<file path="config.mk">
export PLATFORM = sky130hd
export DESIGN_NAME = hvac_sequencer
export DESIGN_NICKNAME = d
export VERILOG_FILES = /design/src/rtl/hvac_sequencer.sv
export SDC_FILE = /design/constraint.sdc
export NUM_CORES = 1
export LEC_CHECK = 0
export ABC_AREA = 1
export BUFFER_PORTS_ARGS = -buffer_cell sky130_fd_sc_hd__buf_2
export CORE_MARGIN = 10
export CORE_UTILIZATION = 55
export DETAILED_ROUTE_END_ITERATION = 6
export GPL_TIMING_DRIVEN = 0
export PLACE_DENSITY = 0.78
export SETUP_SLACK_MARGIN = 0.1
export SLEW_MARGIN = 25
export SYNTH_ARGS = -nofsm -noshare
export SYNTH_HDL_FRONTEND = slang
export SYNTH_SLANG_ARGS = --single-unit
</file>
<file path="constraint.sdc">
create_clock -name clk -period 1.6 [get_ports clk]
set_input_delay 0.16 -clock clk [delete_from_list [all_inputs] [get_ports clk]]
set_output_delay 0.16 -clock clk [all_outputs]
set_load 0.005 [all_outputs]
</file>
<file path="src/rtl/hvac_sequencer.sv">
// HVAC plant sequencer: threshold hysteresis, minimum run/rest timing,
// sticky sensor-rail fault and a saturating count of plant starts.
module hvac_sequencer #(
   parameter int MIN_ON   = 8,
   parameter int MIN_OFF  = 4,
   parameter int HEAT_ON  = 18,
   parameter int HEAT_OFF = 20,
   parameter int COOL_OFF = 20,
   parameter int COOL_ON  = 22
) (
   input  logic       clk,
   input  logic       rst,
   input  logic       enable,
   input  logic [4:0] temperature,
   output logic       heating,
   output logic       cooling,
   output logic [1:0] state,
   output logic       fault,
   output logic [7:0] starts
);

   typedef enum logic [1:0] {
      IDLE = 2'b00,
      HEAT = 2'b01,
      COOL = 2'b10,
      REST = 2'b11
   } state_t;

   localparam int CNT_MAX = ((MIN_ON > MIN_OFF) ? MIN_ON : MIN_OFF) - 1;
   localparam int CW      = (CNT_MAX < 2) ? 1 : $clog2(CNT_MAX + 1);

   localparam logic [CW-1:0] ON_LOAD   = CW'(MIN_ON - 1);
   localparam logic [CW-1:0] OFF_LOAD  = CW'(MIN_OFF - 1);
   localparam logic [CW-1:0] CNT_ONE   = CW'(1);
   localparam logic [4:0]    T_HEAT_ON  = 5'(HEAT_ON);
   localparam logic [4:0]    T_HEAT_OFF = 5'(HEAT_OFF);
   localparam logic [4:0]    T_COOL_OFF = 5'(COOL_OFF);
   localparam logic [4:0]    T_COOL_ON  = 5'(COOL_ON);

   state_t        state_q;
   logic [CW-1:0] cnt;
   logic          rail;
   logic          heat_req;
   logic          cool_req;
   logic          heat_done;
   logic          cool_done;

   assign rail      = (temperature == 5'd0) || (temperature == 5'd31);
   assign heat_req  = enable && (temperature <= T_HEAT_ON);
   assign cool_req  = enable && (temperature >= T_COOL_ON);
   // A disabled plant still finishes its minimum run; enable only permits the exit.
   assign heat_done = (cnt == '0) && ((temperature >= T_HEAT_OFF) || !enable);
   assign cool_done = (cnt == '0) && ((temperature <= T_COOL_OFF) || !enable);

   assign state = state_q;

   // NOTE: every state register uses non-blocking assignment so all flops
   // update from the same pre-edge values regardless of statement order.
   always_ff @(posedge clk or posedge rst) begin
      if (rst) begin
         state_q <= IDLE;
         cnt     <= '0;
         heating <= 1'b0;
         cooling <= 1'b0;
         fault   <= 1'b0;
         starts  <= 8'd0;
      end else begin
         if (cnt != '0) cnt <= cnt - CNT_ONE;

         if (rail) begin
            // A rail reading aborts any run immediately, ignoring MIN_ON.
            fault   <= 1'b1;
            state_q <= REST;
            cnt     <= OFF_LOAD;
            heating <= 1'b0;
            cooling <= 1'b0;
         end else begin
            if (!enable) fault <= 1'b0;

            unique case (state_q)
               IDLE: begin
                  if (heat_req || cool_req) begin
                     cnt <= ON_LOAD;
                     if (starts != 8'hFF) starts <= starts + 8'd1;
                     if (heat_req) begin
                        state_q <= HEAT;
                        heating <= 1'b1;
                     end else begin
                        state_q <= COOL;
                        cooling <= 1'b1;
                     end
                  end
               end
               HEAT: begin
                  if (heat_done) begin
                     state_q <= REST;
                     heating <= 1'b0;
                     cnt     <= OFF_LOAD;
                  end
               end
               COOL: begin
                  if (cool_done) begin
                     state_q <= REST;
                     cooling <= 1'b0;
                     cnt     <= OFF_LOAD;
                  end
               end
               REST: begin
                  // Registered fault: the clearing edge itself still holds REST.
                  if ((cnt == '0) && !fault) state_q <= IDLE;
               end
            endcase
         end
      end
   end

endmodule
</file>
# After elaboration in Yosys (flattened, before gate mapping)

Cells that the tools add are included.

$add $sub $neg: 2
Order comparisons: 4
Equality and inequality tests: 12
Muxes and demuxes: 25
Bitwise operators: 1
Reductions and logical operators: 21

Operators by type and width:

| cell                                                   | count |
|---|---|
| inequality test 3 bit (second input constant)          | 6 |
| AND reduction 4 bit                                    | 4 |
| 2-to-1 mux 3 bit                                       | 5 |
| 2-to-1 mux 2 bit                                       | 6 |
| >= comparator 5 bit (second input constant)            | 2 |
| <= comparator 5 bit (second input constant)            | 2 |
| 2-to-1 mux 1 bit                                       | 10 |
| one-hot mux 3 bit (3 select lines)                     | 1 |
| nonzero test 3 bit                                     | 3 |
| adder 8 x 1 -> 8 bit (second input constant)           | 1 |
| inequality test 8 bit (second input constant)          | 1 |
| one-hot mux 2 bit (4 select lines)                     | 1 |
| == test 5 bit (second input constant)                  | 1 |
| logical AND 1 bit                                      | 5 |
| zero test 5 bit                                        | 1 |
| == test 2 bit (second input constant)                  | 2 |
| logical OR 1 bit                                       | 4 |
| one-hot mux 1 bit (2 select lines)                     | 2 |
| zero test 3 bit                                        | 1 |
| subtractor 3 x 1 -> 3 bit (second input constant)      | 1 |
| == test 2 x 1 -> 1 bit (second input constant)         | 1 |
| zero test 1 bit                                        | 2 |
| zero test 2 bit                                        | 1 |
| inequality test 2 x 1 -> 1 bit (second input constant) | 1 |
| inverter 1 bit                                         | 1 |

Bits in registers: 16
Input bits: 8
Logic and storage cells: 71

# Longest topological paths before layout

Depth in word-level cells: 6
Mapped depth: 9
Depth with buffers taken out: 9

# Least setup slack after synthesis

OpenSTA, ideal clock, no wires.

Kind: register to register
From: register state_q[0] (netlist: state[0])
To: register starts[2]
Setup time: 122 ps
Data arrival time: 1291 ps
Required time: 1478 ps
Path slack: 188 ps
Stages on the path, launching flop included: 9
Buffers on the path: 1
Period minus slack after synthesis: 1412 ps
Path through: dfrtp_1 > inv_1 > ha_1 > nand3_2 > inv_2 > nand3_4 > buf_6 > nand2_1 > o21ai_2

Cells in the longest elaborated chain, start to end: 2

RTL lines:

| element                       | line | RTL |
|---|---|---|
| start: declaration            | 40   | `state_t state_q;` |
| start signal: assignment      | 61   | `state_q <= IDLE;` |
| start signal: assignment      | 73   | `state_q <= REST;` |
| start signal: assignment      | 86   | `state_q <= HEAT;` |
| zero test 2 bit               | 80   | `unique case (state_q)` |
| AND reduction 4 bit (no line) | -    |  |
| end signal: assignment        | 84   | `if (starts != 8'hFF) starts <= starts + 8'd1;` |
| end: declaration              | 19   | `output logic [7:0] starts` |

No other way between the ends.
A chain may end at the register's enable or synchronous reset.

# Worst setup path in the final report

From: register state_q[1] (netlist: state[1])
To: register state_q[1] (netlist: state[1])

Cells in the longest elaborated chain, start to end: 3
Elaborated cells on any way between the ends: 11
Classes of those cells: 7 x eq/ne; 2 x mux; 2 x reduce/logical

RTL lines:

| element                                                                                      | line |
|---|---|
| == test 2 bit (tied with other cells)                                                        | 80 |
| inequality test 3 bit (no line) / one-hot mux 2 bit (4 select lines) (equally long branches) | - |
| AND reduction 4 bit (no line) / 2-to-1 mux 2 bit (equally long branches)                     | - |

Several ways; a longest one is shown, not always the timed one.

==> results.tsv <==
stage	metric	value	unit
run_status	status	complete, no violations	
grt	grt ovf	0	
timing	crit path time final	1.44	ns
clocking	clk_lat worst skew	0.29	ns
grt	GR Util met1	12.7	%
floorplan	FP Rows	16	
job	max-cap check violation count	0	
yosys	Yosys reg bits	16	
critical_path	CP most frequent cell	nand2_1	
critical_path	CP max stage cell	dfrtp_2	
route	Vias/cell	5.26	
cells_and_area	count of filler cells inserted in the layout	145	
route	WL per Instance	12.7	microns
route	Final ANT Viol Nets	0	
route	1st-iter DRT viols	66	
timing	Final Hold Vio Count	0	
grt	fraction of met3 tracks used by global routing	3.34	%
critical_path	R2R cell count	8	
route	wirelength, routed	2.77	mm
timing	RSZ-0062 raised after global routing	true	
yosys	Mean Syn Cell Area	7.58	sq um
floorplan	Core ar.	2000	sq um
clocking	CTS Buffer Depth	2	
cells_and_area	nets	209	
clocking	cts bufs inserted	3	
timing	worst slew pin tran	0.643	ns
critical_path	Crit path required time	1.83	ns
timing	max-slew violations	0	
clocking	Clock H-tree levels	1	
power	Worst VDD drop	1220	uV
critical_path	terminus of the critical flop-to-flop path	state[1]	
worst_hold_path	Worst Hold Endpoint	fault	
yosys	post-synthesis cell type count	27	
critical_path	endpoint class of the critical path	flip-flop	
yosys	net count of the mapped netlist	174	
route	DR DRC count	0	
grt	GRT Resource Usage Total	11.5	%
power	Lkg Pwr	0.772	nW
worst_hold_path	hold path cells	3	
floorplan	Top-Level Pins	21	
grt	initial antenna violation count	0	
worst_hold_path	Hold Path Class	in -> reg	
floorplan	Die ar.	4420	sq um
critical_path	crit path max fanout	6	
cells_and_area	area delta synth->final	27.0	%
critical_path	critical path, cell by cell	inv_2 -> ha_1 -> nand3_1 -> nor2_1 -> nor2_4 -> nand2_1 -> nand2_1 -> nand2_1	
placed_design	Port Buffers	20	
critical_path	CP bufs+invs	1	
yosys	Mapped Cells	157	
floorplan	Die Y	66.5	microns
timing	final setup TNS	0	ns
grt	vias in the first global route	1018	
critical_path	Worst path max stage delay	0.46	ns
floorplan	Die X	66.5	microns
timing	Worst Clk Skew	0.00386	ns
power	pwr dens	1730	nW/um^2
cells_and_area	ANT cells	0	
critical_path	Crit path arrival time	1.67	ns
clocking	CTS Root Cell	clkbuf_4	
cells_and_area	share of cells above drive strength 1	36.1	%
placed_design	GPL Wtd Cong	0.865	
route	number of vias in the routed layout	1146	
yosys	Seq/Total Area, Yosys	33.6	%
critical_path	flop-to-flop setup slack	0.16	ns
timing	relative slew slack	57.1	%
timing	final period utilization	90.1	%
timing	Final setup viols	0	
grt	GRT met2 Usage	21.4	%
grt	busiest grt layer	met2	
critical_path	worst r2r src	state[1]	
power	Tot Pwr	2.62	mW
grt	first-pass GRT wire length	4.22	mm
critical_path	Top delay family on crit path	simple AND/OR/NAND/NOR gates	
critical_path	Setup crit start kind	flip-flop	
timing	Fmax	694	MHz
clocking	CTS tree	built	
route	drt pass-1 iters	5	
floorplan	initial core utilization	59.4	%
clocking	Clock transition at path regs	0.09	ns
yosys	YS warnings	0	
critical_path	crit path kind	reg -> reg	
placed_design	hpwl dp	2.01	mm
worst_hold_path	hold wc startpoint	enable	
yosys	synthesized area	1190	sq um
clocking	Clock Sinks	16	
grt	largest net degree at the start of global routing	17	
## per-layer routing
metal	vias up	routed length (microns)
met3	2	122
met4	0	14
li1	575	-
met1	542	1120
met5	-	0
met2	27	1510
## cell usage after synthesis, drive strengths merged
master / instances / area (sq um)
nand2: 43 / 174
inv: 21 / 78.8
nand3: 21 / 133
nor2: 18 / 80.1
dfrtp: 16 / 400
ha: 9 / 113
o21ai: 8 / 58.8
a21oi: 6 / 37.5
xnor2: 5 / 43.8
nand4: 2 / 12.5
o211ai: 2 / 15.0
a31oi: 1 / 6.26
buf: 1 / 11.3
nor3: 1 / 5.00
o22ai: 1 / 6.26
or2: 1 / 6.26
xor2: 1 / 8.76
## cell families (layout without fill, tap and decap cells)
logic type      count (synthesis)  in the layout  synth area share [%]
simple gates                   86             86                  34.5
buf+inv                        22             56                  7.57
compound gates                 18             18                  10.4
flops                          16             16                  33.6
fa+ha+maj                       9              9                  9.46
xor+xnor                        6              6                  4.42
## sequential cells by signal (all words and copies together), names as in the netlist
name / count
cnt: 3
cooling: 1
state: 2
starts: 8
fault: 1
heating: 1
## worst min-delay path, delay by kind of cell
family / cells / cell delay (ns)
buffers and inverters: 1 / 0.14
and+or+nand+nor: 2 / 0.14
## placed cells by master, fill, tap and decap left out, types with 3 or more instances in the layout
| cell type | instances |
|---|---|
| o21ai_2 | 6 |
| nand3_1 | 16 |
| dfrtp_1 | 14 |
| a21oi_1 | 3 |
| xnor2_1 | 5 |
| inv_2 | 7 |
| nor2_1 | 13 |
| nand3_2 | 3 |
| a21oi_2 | 3 |
| nand2_1 | 39 |
| inv_1 | 14 |
| nor2_2 | 4 |
| buf_4 | 8 |
| ha_1 | 6 |
| buf_2 | 20 |
| clkbuf_4 | 3 |
## power by group
part	total [mW]	switching (mW)	internal (mW)
sequential	0.726	0.156	0.569
combinational	1.62	0.883	0.738
clock	0.272	0.133	0.139
total	2.62	1.17	1.45
## what timing repair did
action | 4_1_cts | 5_1_grt
resized for setup | 7 | 14
gates cloned | 0 | 1
setup buffers | 1 | 7
pin swaps | 0 | 5
endpoints found under the setup margin | 9 | 9
hold buffers | 1 | 0
hold endpoints to repair | 16 | 0
## layout make-up
class,count,area (sq um),share of cell area [%]
multi-input cells,119,749,49.6
flip-flops and latches,16,403,26.7
repair buffers,30,195,12.9
inverters,21,78.8,5.22
clock buffers,4,36.3,2.40
well taps,27,33.8,2.24
plain buffers,1,15.0,0.993
## metrics by stage
stage | instances | utilization, % | hold WS (ns) | instance area, sq um | setup slack (ns)
final | 218 | 75.5 | 0.202 | 1510 | 0.158
after global routing | 218 | 75.5 | 0.194 | 1510 | 0.0544
after CTS | 210 | 69.8 | 0.180 | 1400 | 0.112
after detailed placement | 204 | 66.1 | 0.277 | 1320 | 0.0418
after global placement | 204 | 66.1 | 0.262 | 1320 | 0.0762
after floorplan | 157 | - | 0.0737 | 1190 | 0.188
## worst max-delay path by stage
stage	start	to	slack, ns	cells after the start
4_1_cts	starts[1]	starts[6]	0.11	8
2_1_floorplan	state[0]	starts[2]	0.19	8
6_report	state[1]	state[1]	0.16	8
5_1_grt	state[1]	state[0]	0.05	8
3_3_place_gp	state[0]	starts[6]	0.08	8
3_5_place_dp	state[0]	starts[6]	0.04	8
(Power assumes the default switching activity.)
